<file path="src/rtl/phase_sequencer.sv">
// Five-phase instruction sequencer (fetch/decode/execute/memory/writeback) with per-phase stalls.
// Optional interrupt trap entry at writeback completion, enabled by defining RW_PHASE_IRQ_EN.
module phase_sequencer #(
  parameter int XLEN = 32
) (
  input  logic            clk,
  input  logic            reset,
  input  logic            run,
  input  logic            stall_fetch,
  input  logic            stall_decode,
  input  logic            stall_execute,
  input  logic            stall_memory,
  input  logic            stall_writeback,
  input  logic            irq_req,
  input  logic            irq_enable,
  output logic            phase_fetch,
  output logic            phase_decode,
  output logic            phase_execute,
  output logic            phase_memory,
  output logic            phase_writeback,
  output logic            irq_ack,
  output logic            busy,
  output logic [XLEN-1:0] retire_count
);

`ifdef RW_PHASE_IRQ_EN
  typedef enum logic [2:0] {
    IDLE, FETCH, DECODE, EXECUTE, MEMORY, WRITEBACK, TRAP
  } state_t;
`else
  typedef enum logic [2:0] {
    IDLE, FETCH, DECODE, EXECUTE, MEMORY, WRITEBACK
  } state_t;
`endif

  state_t state;
  state_t state_nxt;
  logic   wb_done;

`ifdef RW_PHASE_IRQ_EN
  logic   irq_pending;
`else
  logic   irq_inputs_unused;
  assign irq_inputs_unused = irq_req & irq_enable;
  assign irq_ack = 1'b0;
`endif

  assign wb_done = (state == WRITEBACK) && !stall_writeback;

  always_comb begin
    state_nxt = state;
    case (state)
      IDLE:      if (run) state_nxt = FETCH;
      FETCH:     if (!stall_fetch) state_nxt = DECODE;
      DECODE:    if (!stall_decode) state_nxt = EXECUTE;
      EXECUTE:   if (!stall_execute) state_nxt = MEMORY;
      MEMORY:    if (!stall_memory) state_nxt = WRITEBACK;
      WRITEBACK: begin
        if (!stall_writeback) begin
`ifdef RW_PHASE_IRQ_EN
          if (irq_pending)  state_nxt = TRAP;
          else if (run)     state_nxt = FETCH;
          else              state_nxt = IDLE;
`else
          state_nxt = run ? FETCH : IDLE;
`endif
        end
      end
`ifdef RW_PHASE_IRQ_EN
      TRAP:      state_nxt = run ? FETCH : IDLE;
`endif
      default:   state_nxt = IDLE;
    endcase
  end

  // Outputs are registered from the next state so they line up with the state register.
  always_ff @(posedge clk) begin
    if (reset) begin
      state           <= IDLE;
      phase_fetch     <= 1'b0;
      phase_decode    <= 1'b0;
      phase_execute   <= 1'b0;
      phase_memory    <= 1'b0;
      phase_writeback <= 1'b0;
      busy            <= 1'b0;
      retire_count    <= '0;
`ifdef RW_PHASE_IRQ_EN
      irq_pending     <= 1'b0;
      irq_ack         <= 1'b0;
`endif
    end else begin
      state           <= state_nxt;
      phase_fetch     <= (state_nxt == FETCH);
      phase_decode    <= (state_nxt == DECODE);
      phase_execute   <= (state_nxt == EXECUTE);
      phase_memory    <= (state_nxt == MEMORY);
      phase_writeback <= (state_nxt == WRITEBACK);
      busy            <= (state_nxt != IDLE);
      if (wb_done)
        retire_count <= retire_count + {{(XLEN-1){1'b0}}, 1'b1};
`ifdef RW_PHASE_IRQ_EN
      irq_ack <= (state_nxt == TRAP);
      // A new request in the same cycle as trap exit must survive the clear.
      if (irq_req && irq_enable)
        irq_pending <= 1'b1;
      else if (state == TRAP)
        irq_pending <= 1'b0;
`endif
    end
  end

endmodule

</file>
<file path="config.mk">
export PLATFORM = sky130hd
export DESIGN_NAME = phase_sequencer
export DESIGN_NICKNAME = d
export VERILOG_FILES = /design/src/rtl/phase_sequencer.sv
export SDC_FILE = /design/constraint.sdc
export NUM_CORES = 1
export LEC_CHECK = 0
export BUFFER_PORTS_ARGS = -buffer_cell sky130_fd_sc_hd__buf_2
export CORE_UTILIZATION = 58
export CTS_BUF_LIST = sky130_fd_sc_hd__clkbuf_4
export DETAILED_ROUTE_END_ITERATION = 10
export PLACE_DENSITY = 0.9
export SLEW_MARGIN = 20
export SYNTH_ARGS = -nofsm -noshare
export SYNTH_HDL_FRONTEND = slang
export SYNTH_SLANG_ARGS = --single-unit
export TNS_END_PERCENT = 5
</file>
<file path="constraint.sdc">
create_clock -name clk -period 3.95 [get_ports clk]
set_clock_uncertainty 0.2 [all_clocks]
set_input_delay 0.79 -clock clk [delete_from_list [all_inputs] [get_ports clk]]
set_output_delay 0.79 -clock clk [all_outputs]
set_load 0.05 [all_outputs]
</file>
======== Word-level counts from Yosys, hierarchy flattened ========
Cells that the tools add are included.
word-level totals
  flip-flop bits (word level) ............. 41
  bits of input ports ..................... 10
  word-level logic and storage cells ...... 31
operators by class
  $add $sub $neg .......................... 1
  equal/unequal tests ..................... 10
  multiplexer cells ....................... 8
  reductions and logical operators ........ 4
operators by type and width
  kind                   number
  $add 32x1->32 const B  1
  $mux 3                 6
  $pmux 3 s6             1
  $eq 3x2->1 const B     4
  $eq 3x3->1 const B     4
  $eq 3x1->1 const B     2
  $logic_not 3->1        1
  $reduce_bool 3->1      1
  $logic_and 1x1->1      1
  $logic_not 1->1        1
  $mux 1                 1

======== Logic depth before layout (Yosys ltp) ========
  depth in word-level cells ............... 4
  mapped depth ............................ 6

======== Least setup slack after synthesis ========
Ideal clock, no wire load.
  path kind ............................... flip-flop to flip-flop
  start ................................... register retire_count[3]
  end ..................................... register retire_count[31]
  library setup time ...................... 0.070 ns
  data arrival time ....................... 2.110 ns
  required time ........................... 3.680 ns
  setup slack ............................. 1.570 ns
  cell stages (with the launch flop) ...... 6
  clock period less this slack ............ 2.380 ns
  path through ............................ dfxtp_1 nand4_2 nor4_4 nand3_4 or3_1 a21oi_1
on the way
  longest elaborated chain between the ends .. 1
RTL lines
  item                    RTL line  source
  start, declared         23        output logic [XLEN-1:0] retire_count
  start signal, assigned  100       retire_count <= retire_count + {{(XLEN-1){1'b0}}, 1'b1};
  $add 32x1->32           100
Every way passes these cells.
A chain may end at the register's enable or synchronous reset.

======== Worst setup path in the final report ========
  start ................................... input port stall_writeback
  end ..................................... register retire_count[31]
on the way
  longest elaborated chain between the ends .. 2
RTL lines
  item               RTL line  source
  start, declared    13        input logic stall_writeback,
  $logic_not 1->1    n/a
  $logic_and 1x1->1  48        assign wb_done = (state == WRITEBACK) && !stall_writeback;
Every way passes these cells.

==> impl_metrics.env <==
export IMPL_status="finished clean"
export IMPL_timing_slew_headroom_pct=57.0
export IMPL_synthTopCellsByArea="dfxtp_1, xor2_1, nor2_1"
export IMPL_grt_max_degree=38
export IMPL_setup_viol=0
export IMPL_drc=0
export IMPL_reg2reg_slack_ps=1690
export IMPL_slew_viol_final=0
export IMPL_cts_buffer_depth=2
export IMPL_synth_most_common_cell="dfxtp_1"
export IMPL_routed_wl_mm=3.36
export IMPL_cts_tree="yes"
export IMPL_synth_nets=213
export IMPL_dp_hpwl_mm=2.36
export IMPL_power_density_nw_per_um2=374
export IMPL_dp_cells=281
export IMPL_post_route_min_period_ps=2300
export IMPL_min_path_cells=2
export IMPL_r2r_end="retire_count[31]"
export IMPL_synth_top_cell_area_share_pct=44.8
export IMPL_start_util_pct=60.5
export IMPL_yosys_warnings=0
export IMPL_num_rows=20
export IMPL_arrival_ps=2380
export IMPL_clkSinkCount=41
export IMPL_finalHoldViolCount=0
export IMPL_yosysSeqAreaShare_pct=44.8
export IMPL_synthArstFlopShare_pct=0
export IMPL_setup_tns_ps=0
export IMPL_port_buffers=45
export IMPL_rsz0062_at_grt="false"
export IMPL_critical_path_max_fanout=8
export IMPL_dr_pass1_iters=4
export IMPL_hold_buffers=0
export IMPL_cts_max_level=2
export IMPL_grt_pass1_wl_mm=5.58
export IMPL_dieArea_um2=3390
export IMPL_ys_types=36
export IMPL_place_congestion=0.745
export IMPL_dp_slack_ps=1290
export IMPL_synth_edf_count=0
export IMPL_utilization_pct=71.6
export IMPL_cap_violations=0
export IMPL_synthFlopType="dfxtp_1"
export IMPL_grt_pass1_vias=1308
export IMPL_required_ps=4030
export IMPL_worst_slew_pin_slew_ps=640
export IMPL_drive_above_1_share_pct=24.9
export IMPL_leakage_uw=0.000974
export IMPL_area_delta_synth_final_pct=18.2
export IMPL_r2r_start="state[2]"
export IMPL_start_kind="input pin"
export IMPL_post_cts_buffers=0
export IMPL_fmax_ghz=0.434
export IMPL_setup_ws_ps=1650
export IMPL_ys_ff_latch=41
export IMPL_core_area_um2=3030
export IMPL_nets=255
export IMPL_r2r_cells=5
export IMPL_grtUsageTotal_pct=21.8
export IMPL_hp_class="register to register"
export IMPL_ant_nets=0
export IMPL_num_fill_cells=271
export IMPL_yosys_top_cells_count="dfxtp_1, nor2_1, xor2_1"
export IMPL_avgViaCountPerCell=5.30
export IMPL_irDropWorstVdd_mv=0.417
export IMPL_die_h_um=58.2
export IMPL_fin_cells=289
export IMPL_cts_resized=0
export IMPL_num_antenna_cells=0
export IMPL_fp_dieW_um=58.2
export IMPL_vias=1532
export IMPL_setup_worst_path_end_class="register"
export IMPL_hold_path_end="retire_count[31]"
export IMPL_routedWlPerCell_um=11.6
export IMPL_grt_overflow=0
export IMPL_period_share_pct=58.3
export IMPL_antenna_found_initial=0
export IMPL_synth_cells=202
export IMPL_clk_latency_ps=350
export IMPL_io_pins=49
export IMPL_clkTransAtPathRegs_ps=110
export IMPL_avgSynthCellArea_um2=9.07
export IMPL_cts_root_buffer="clkbuf_4"
export IMPL_syn_cell_area_um2=1830
export IMPL_cts_made_buffers=5
export IMPL_initialDrtViolationCount=63
export IMPL_synth_area_leader_cell="dfxtp_1"
export IMPL_min_from="retire_count[31]"
export IMPL_worstSetupPathType="input pin to register"
logic make-up (layout without fill, tap and decap cells):
logic type	Yosys count	after routing	synth area share (%)
AOI/OAI and AO/OA	14	14	4.37
xor gates and xnor gates	29	29	13.9
adders and majority gates	1	1	0.682
buffers and inverters	16	59	3.89
DFF	41	41	44.8
other	1	1	0.205
and+or+nand+nor	100	100	32.2
worst max-delay path, stage by stage:
cell and delay, ps:
buf_2 110, nand4bb_4 240, nor4_4 580, nand3_4 160
or3_1 370, a21oi_1 130
routing by layer:
| metal | GRT usage, % | vias to the layer above | share of wire (%) | wire (µm) |
|---|---|---|---|---|
| met1 | 26.8 | 713 | 47 | 1580 |
| met5 | 0 | - | 0 | 0 |
| met4 | 10.2 | 0 | 2.0 | 66 |
| met2 | 35.8 | 36 | 47 | 1590 |
| li1 | - | 775 | - | - |
| met3 | 5.36 | 8 | 3.5 | 118 |
through the flow:
step           cell area [µm²]  hold WS, ps  total power [µW]
4_1_cts                   2170          297               818
3_3_place_gp              2060          272               488
3_5_place_dp              2060          277               489
6_report                  2170          294               812
5_1_grt                   2170          321               839
2_1_floorplan             1830          425               479
state kept, by name, summed over array words and instances, names as in the netlist:
name             flops
state                3
retire_count        32
busy                 1
phase_fetch          1
phase_writeback      1
phase_decode         1
phase_memory         1
phase_execute        1
where the power goes:
part	switching, µW	total, µW	internal [µW]
Sequential	6.87	427	420
Clock	136	332	196
Combinational	36.2	52.5	16.2
layout by cell type, fill, tap and decap left out, drive strengths merged:
cell,n
nand4b,2
o22ai,1
xor2,22
nand2b,3
nor3,1
o31a,1
conb,1
nor2,37
o21ai,2
and4,4
nand2,9
a21oi,8
or2,2
ha,1
clkinv,1
xnor2,7
or3,3
nand3,12
dfxtp,41
and4bb,1
bufinv,2
nand3b,1
inv,6
a31oi,1
buf,45
clkbuf,5
nor4,3
nand4bb,1
nor3b,3
a2111oi,1
and2,1
and3,6
nand4,11
worst max path at each step:
| stage | startpoint | end | slack, ps | depth (start not counted) |
|---|---|---|---|---|
| floorplan | retire_count[3] | retire_count[31] | 1570 | 5 |
| global route | state[2] | retire_count[31] | 1540 | 5 |
| global placement | stall_writeback | retire_count[31] | 1290 | 6 |
| CTS | stall_writeback | retire_count[31] | 1660 | 6 |
| finish | stall_writeback | retire_count[31] | 1650 | 6 |
| detailed placement | stall_writeback | retire_count[31] | 1290 | 6 |
layout make-up:
class	count	area [µm²]	area share, %
inverter	6	22.5	1.04
tap	44	55.1	2.54
sequential	41	821	37.9
clock buffer	5	37.5	1.73
multi-input combinational	145	941	43.4
timing repair buffer	45	225	10.4
clock inverter	3	65.1	3.00
No activity file was read; power rests on OpenSTA's default activity.
